==> src/rtl/opendap_mem_ap_apb.sv <==
// MEM-AP behind the SW-DP: decodes the MEM-AP register map and bridges DRW/BDn to an APB3 master.
// Build option OPENDAP_MEM_AP_BANKED_DATA_EN enables BD0-BD3 as APB windows; otherwise they are RAZ/WI.
module opendap_mem_ap_apb #(
    parameter logic [7:0]  APSEL = 8'd0,
    parameter logic [31:0] IDR   = 32'h0477_0002,
    parameter logic [31:0] BASE  = 32'h0000_0003
) (
    input  logic        swclk,
    input  logic        rst,
    input  logic [7:0]  ap_sel,
    input  logic [5:0]  ap_addr,
    input  logic [31:0] ap_wdata,
    input  logic        ap_wen,
    input  logic        ap_ren,
    input  logic        ap_abort,
    output logic [31:0] ap_rdata,
    output logic        ap_rdy,
    output logic        ap_err,
    output logic [31:0] paddr,
    output logic        psel,
    output logic        penable,
    output logic        pwrite,
    output logic [31:0] pwdata,
    input  logic [31:0] prdata,
    input  logic        pready,
    input  logic        pslverr
);
    typedef enum logic [1:0] {IDLE, SETUP, ACCESS} state_t;

    state_t      state;
    logic [1:0]  addr_inc;
    logic [31:2] tar;
    logic        orphan, cur_drw;
    logic        pend, pend_write, pend_drw;
    logic [31:0] pend_addr, pend_wdata;

    logic        acc, hit, is_drw, is_bd, xfer, busy;
    logic        launch_in, launch_pend, launch;
    logic [31:0] xfer_addr, reg_rd;
    logic [31:0] l_addr, l_wdata;
    logic        l_write, l_drw;

    always_comb begin
        acc    = (ap_wen | ap_ren) & ap_rdy;
        hit    = acc && (ap_sel == APSEL);
        is_drw = (ap_addr == 6'h03);
        busy   = (state != IDLE);
`ifdef OPENDAP_MEM_AP_BANKED_DATA_EN
        is_bd     = (ap_addr[5:2] == 4'b0001);
        xfer_addr = is_bd ? {tar[31:4], ap_addr[1:0], 2'b00} : {tar, 2'b00};
`else
        is_bd     = 1'b0;
        xfer_addr = {tar, 2'b00};
`endif
        xfer = hit && (is_drw || is_bd);

        case (ap_addr)
            6'h00:   reg_rd = {24'h0, busy, 1'b1, addr_inc, 1'b0, 3'b010};
            6'h01:   reg_rd = {tar, 2'b00};
            6'h3E:   reg_rd = BASE;
            6'h3F:   reg_rd = IDR;
            default: reg_rd = 32'h0;
        endcase

        // A queued access behind an orphan goes out as soon as the orphan's pready lands.
        launch_in   = xfer && !busy && !pend;
        launch_pend = pend && !ap_abort &&
                      (!busy || (state == ACCESS && pready && orphan));
        launch      = launch_in || launch_pend;
        l_addr      = launch_pend ? pend_addr  : xfer_addr;
        l_write     = launch_pend ? pend_write : ap_wen;
        l_wdata     = launch_pend ? pend_wdata : (ap_wen ? ap_wdata : pwdata);
        l_drw       = launch_pend ? pend_drw   : is_drw;
    end

    always_ff @(posedge swclk) begin
        if (rst) begin
            state      <= IDLE;
            psel       <= 1'b0;
            penable    <= 1'b0;
            pwrite     <= 1'b0;
            paddr      <= 32'h0;
            pwdata     <= 32'h0;
            ap_rdata   <= 32'h0;
            ap_rdy     <= 1'b1;
            ap_err     <= 1'b0;
            addr_inc   <= 2'b00;
            tar        <= '0;
            orphan     <= 1'b0;
            cur_drw    <= 1'b0;
            pend       <= 1'b0;
            pend_write <= 1'b0;
            pend_drw   <= 1'b0;
            pend_addr  <= 32'h0;
            pend_wdata <= 32'h0;
        end else begin
            ap_err <= 1'b0;

            if (acc && !hit && ap_ren)
                ap_rdata <= 32'h0;
            if (hit && !xfer) begin
                if (ap_ren)
                    ap_rdata <= reg_rd;
                if (ap_wen && ap_addr == 6'h00)
                    addr_inc <= ap_wdata[5:4];
                if (ap_wen && ap_addr == 6'h01)
                    tar <= ap_wdata[31:2];
            end

            if (xfer && busy) begin
                pend       <= 1'b1;
                pend_addr  <= xfer_addr;
                pend_write <= ap_wen;
                pend_wdata <= ap_wen ? ap_wdata : pend_wdata;
                pend_drw   <= is_drw;
                ap_rdy     <= 1'b0;
            end

            if (launch) begin
                state   <= SETUP;
                psel    <= 1'b1;
                penable <= 1'b0;
                paddr   <= l_addr;
                pwrite  <= l_write;
                pwdata  <= l_wdata;
                cur_drw <= l_drw;
                orphan  <= 1'b0;
                pend    <= 1'b0;
                ap_rdy  <= 1'b0;
            end else begin
                case (state)
                    SETUP: begin
                        penable <= 1'b1;
                        state   <= ACCESS;
                    end
                    ACCESS: if (pready) begin
                        state   <= IDLE;
                        psel    <= 1'b0;
                        penable <= 1'b0;
                        orphan  <= 1'b0;
                        if (!orphan && !ap_abort) begin
                            ap_rdy <= 1'b1;
                            ap_err <= pslverr;
                            if (!pwrite)
                                ap_rdata <= prdata;
                            if (cur_drw && addr_inc == 2'b01 && !pslverr)
                                tar[9:2] <= tar[9:2] + 8'd1;
                        end
                    end
                    default: ;
                endcase
            end

            // Abort releases the DP immediately; the bus side finishes on its own.
            if (ap_abort && busy && !orphan) begin
                ap_rdy <= 1'b1;
                ap_err <= 1'b0;
                if (!(state == ACCESS && pready))
                    orphan <= 1'b1;
            end
            if (ap_abort && pend) begin
                pend   <= 1'b0;
                ap_rdy <= 1'b1;
                ap_err <= 1'b0;
            end
        end
    end
endmodule

==> config.mk <==
export PLATFORM = sky130hd
export DESIGN_NAME = opendap_mem_ap_apb
export DESIGN_NICKNAME = d
export VERILOG_FILES = /design/src/rtl/opendap_mem_ap_apb.sv
export SDC_FILE = /design/constraint.sdc
export NUM_CORES = 1
export LEC_CHECK = 0
export CORE_ASPECT_RATIO = 2
export CORE_UTILIZATION = 30
export CTS_CLUSTER_DIAMETER = 120
export DETAILED_ROUTE_END_ITERATION = 8
export PLACE_DENSITY_LB_ADDON = 0.2
export SLEW_MARGIN = 5
export SYNTH_ARGS = -nofsm -noshare
export SYNTH_HDL_FRONTEND = slang
export SYNTH_SLANG_ARGS = --single-unit
==> constraint.sdc <==
create_clock -name swclk -period 2.35 [get_ports swclk]
set_clock_uncertainty 0.05 [all_clocks]
set_input_delay 0.3525 -clock swclk [delete_from_list [all_inputs] [get_ports swclk]]
set_output_delay 0.3525 -clock swclk [all_outputs]
set_load 0.01 [all_outputs]
==> results.cfg <==
[clocking]
clockRootBuffer = sky130_fd_sc_hd__clkbuf_16
holdBufCountCts = 0
skew_pair_late_insertion_delay_ps = 450
clock_slew_seen_by_the_registers_of_the_worst_setup_and_hold_paths_ps = 80
inserted_clock_buffers = 17
cts_num_sinks = 199
clockBufferDepth = 2
cts-resized-gates = 0
postCtsSetupRepairBufs = 0
cts_tree = built
clock_tree.htree_level_count = 4

[finish]
fillCellCount = 2837
multiInputGateArea_um2 = 4220
mostFrequentLayoutCell = sky130_fd_sc_hd__dfxtp_1
drive_above_1_share_pct = 10.7
layout_common_cells = sky130_fd_sc_hd__dfxtp_1 (199), sky130_fd_sc_hd__nand2_1 (197), sky130_fd_sc_hd__clkdlybuf4s50_1 (182)
syn2layout_area_growth_pct = 37.7
layout.nets = 1340
seq_area_um2 = 3980

[yosys]
seq_area_frac_synth_pct = 45.9
ys.flop_type = sky130_fd_sc_hd__dfxtp_1
netlist_area_um2 = 8680
syn_area_per_cell_um2 = 8.04
synth_top_area_share_pct = 45.9
ys_async_sr_fraction_pct = 0
synth-edff-count = 0
synth.top_cells.by_area = sky130_fd_sc_hd__dfxtp_1 (46%), sky130_fd_sc_hd__nand2_1 (8.5%), sky130_fd_sc_hd__o211ai_1 (6.1%), sky130_fd_sc_hd__a21oi_1 (5.4%), sky130_fd_sc_hd__nand4_1 (5.1%)
ys_seq_elements = 199
syn-instance-count = 1080
ys.warnings.count = 0
ys_types = 50
synth_area_leader_cell = sky130_fd_sc_hd__dfxtp_1

[pwr]
p_per_area_nw_per_um2 = 580
internal-power_mw = 5.28
power.clock.fraction_pct = 45.9
sw_frac_of_total_pct = 23.8
fin_total_pwr_mw = 6.94
pwr-share-seq_pct = 48.6
worst_ir_drop_vdd_mv = 0.444
power.switching_mw = 1.65
power_leakage_nw = 3.81
power.combinational.fraction_pct = 5.6

[setup_path]
worst_r2r_path_depth = 5
rrSetupSlack_ps = 350
timing.critical_path.to = pwdata[26]$_SDFFE_PP0P_
critical_setup_path_class = primary input to register
r2r_start = ap_rdy$_SDFF_PP1_
crit_fanout = 32
critPathArrivalTime_ps = 2540
worst_setup_ep_type = register
worstReg2RegEnd = pend$_SDFFE_PP0P_
worst_setup_path_start_kind = primary input
timing.critical_path.from = ap_sel[1]
worstPathRequired_ps = 2630

[sta]
achievable-frequency_ghz = 0.442
post-route-min-period_ps = 2260
fin_hold_ws_ps = 316
post-route-period-util_pct = 96.3
report.final.slew_viol_count = 0
timing_hold_violations_final = 0
grt_setup_unrepaired = false
timing.final.setup_violations = 0

[place]
gp_congestion = 0.849
dp.final_hpwl_um = 22300
port_buffers = 183

[floorplanning]
die_w_um = 122
core_area_um2 = 28300
row_count = 87
io-pin-count = 186
die_area_um2 = 29700
initial_core_util_pct = 30.7
die_height_um = 243

[grt]
grt_overflow_total = 0
grt_max_degree = 90
grt_antenna_before_repair = 2
via_count_of_the_first_global_routing_pass = 8461
gr-usage-all-layers_pct = 21.3
grt_pass1_wl_um = 48400

[outcome]
run_status = finished, final reports clean

[detailed_routing]
route.vias.total = 8846
drcViolationCount = 0
routed_wl_um = 30900
ant_nets = 0
via_per_inst = 5.45
drt_iter0_drc = 695
wl_per_cell_um = 19.0
drt_pre_antenna_iters = 5

[hold_path]
hold_path_class = primary input to register

[flow_run]
timing.max_cap.violations = 0
metal layers:
layer / share of wire, % / vias to the layer above / GRT usage (%)
met5: 0 / - / 0
met4: 2.6 / 0 / 7.93
met3: 4.4 / 39 / 3.67
met2: 52 / 273 / 37.3
met1: 41 / 4246 / 25.3
li1: - / 4288 / -
cells by family (layout without fill, tap and decap cells):
group                      after synthesis  after routing  share of synthesized area (%)
other                                    1              4                         0.0432
adders and majority gates                1              1                          0.144
buffers and inverters                  119            304                           6.10
DFF                                    199            199                           45.9
and+or+nand+nor                        459            459                           25.8
muxes                                    7              7                          0.836
AOI/OAI and AO/OA                      294            294                           21.2
worst max-delay path, cell delays in order:
cell and delay [ps]:
sky130_fd_sc_hd__clkdlybuf4s50_1 390, sky130_fd_sc_hd__or4_1 670, sky130_fd_sc_hd__buf_4 210, sky130_fd_sc_hd__nor4_4 200, sky130_fd_sc_hd__buf_4 200, sky130_fd_sc_hd__and2_1 170
sky130_fd_sc_hd__buf_12 200, sky130_fd_sc_hd__o211ai_1 130
worst min path at each step:
stage,from,to,slack [ps],cells after the start
floorplan,pend_addr[11]$_SDFFE_PP0P_,paddr[11]$_SDFFE_PP0P_,390,2
finish,rst,pend_addr[4]$_SDFFE_PP0P_,320,2
CTS,rst,pend_wdata[9]$_SDFFE_PP0P_,300,2
detailed placement,pend_addr[21]$_SDFFE_PP0P_,paddr[21]$_SDFFE_PP0P_,410,2
global route,rst,pend_addr[6]$_SDFFE_PP0P_,320,2
global placement,pend_addr[28]$_SDFFE_PP0P_,paddr[28]$_SDFFE_PP0P_,390,2
cell usage after synthesis (all sizes together) (2+ instances only):
cell,number
dfxtp,199
nand2,197
a21oi,93
clkbuf,77
o21ai,77
nand3,74
nand4,71
o211ai,70
nor3,42
nor2,36
buf,35
a221oi,22
a31oi,9
or4,8
inv,7
or3,6
a311oi,5
and3,5
mux2i,5
nor4,5
o311ai,5
a211oi,4
and2,3
nand3b,3
mux2,2
nand4b,2
o31ai,2
o41ai,2
or2,2
flip-flops by register name, indices dropped and copies added, names as in the netlist, 2 cells and up:
register    cells
pend_wdata     32
ap_rdata       32
pend_addr      30
paddr          30
tar            30
addr_inc        2
pwdata         32
area by class of cell:
cell class,count,area share (%)
antenna,2,0.0419
tap,356,3.73
timing repair buffer,266,22.2
clock buffer,18,3.67
inverter,7,0.220
multi-input combinational,763,35.3
clock inverter,13,1.56
sequential,199,33.3
power groups by stage:
stage	clock network [mW]	logic [mW]	registers, mW
global placement	0	0.388	3.45
CTS	3.26	0.389	3.37
detailed placement	0	0.386	3.45
finish	3.18	0.386	3.37
floorplan	0	0.130	3.45
global route	3.39	0.412	3.37
per-stage QoR:
| stage | instances | instance area, um^2 | TNS (ps) | util (%) | setup slack (ps) |
|---|---|---|---|---|---|
| 4_1_cts | 1622 | 12000 | 0 | 42.2 | 89.9 |
| 3_3_place_gp | 1591 | 11300 | -56190 | 40.0 | -380 |
| 2_1_floorplan | 1081 | 8680 | 0 | - | 130 |
| 5_1_grt | 1624 | 12000 | 0 | 42.2 | 26.4 |
| 3_5_place_dp | 1591 | 11300 | -58200 | 40.0 | -406 |
| 6_report | 1624 | 12000 | 0 | 42.2 | 86.4 |
No activity file was read; power rests on OpenSTA's default activity.
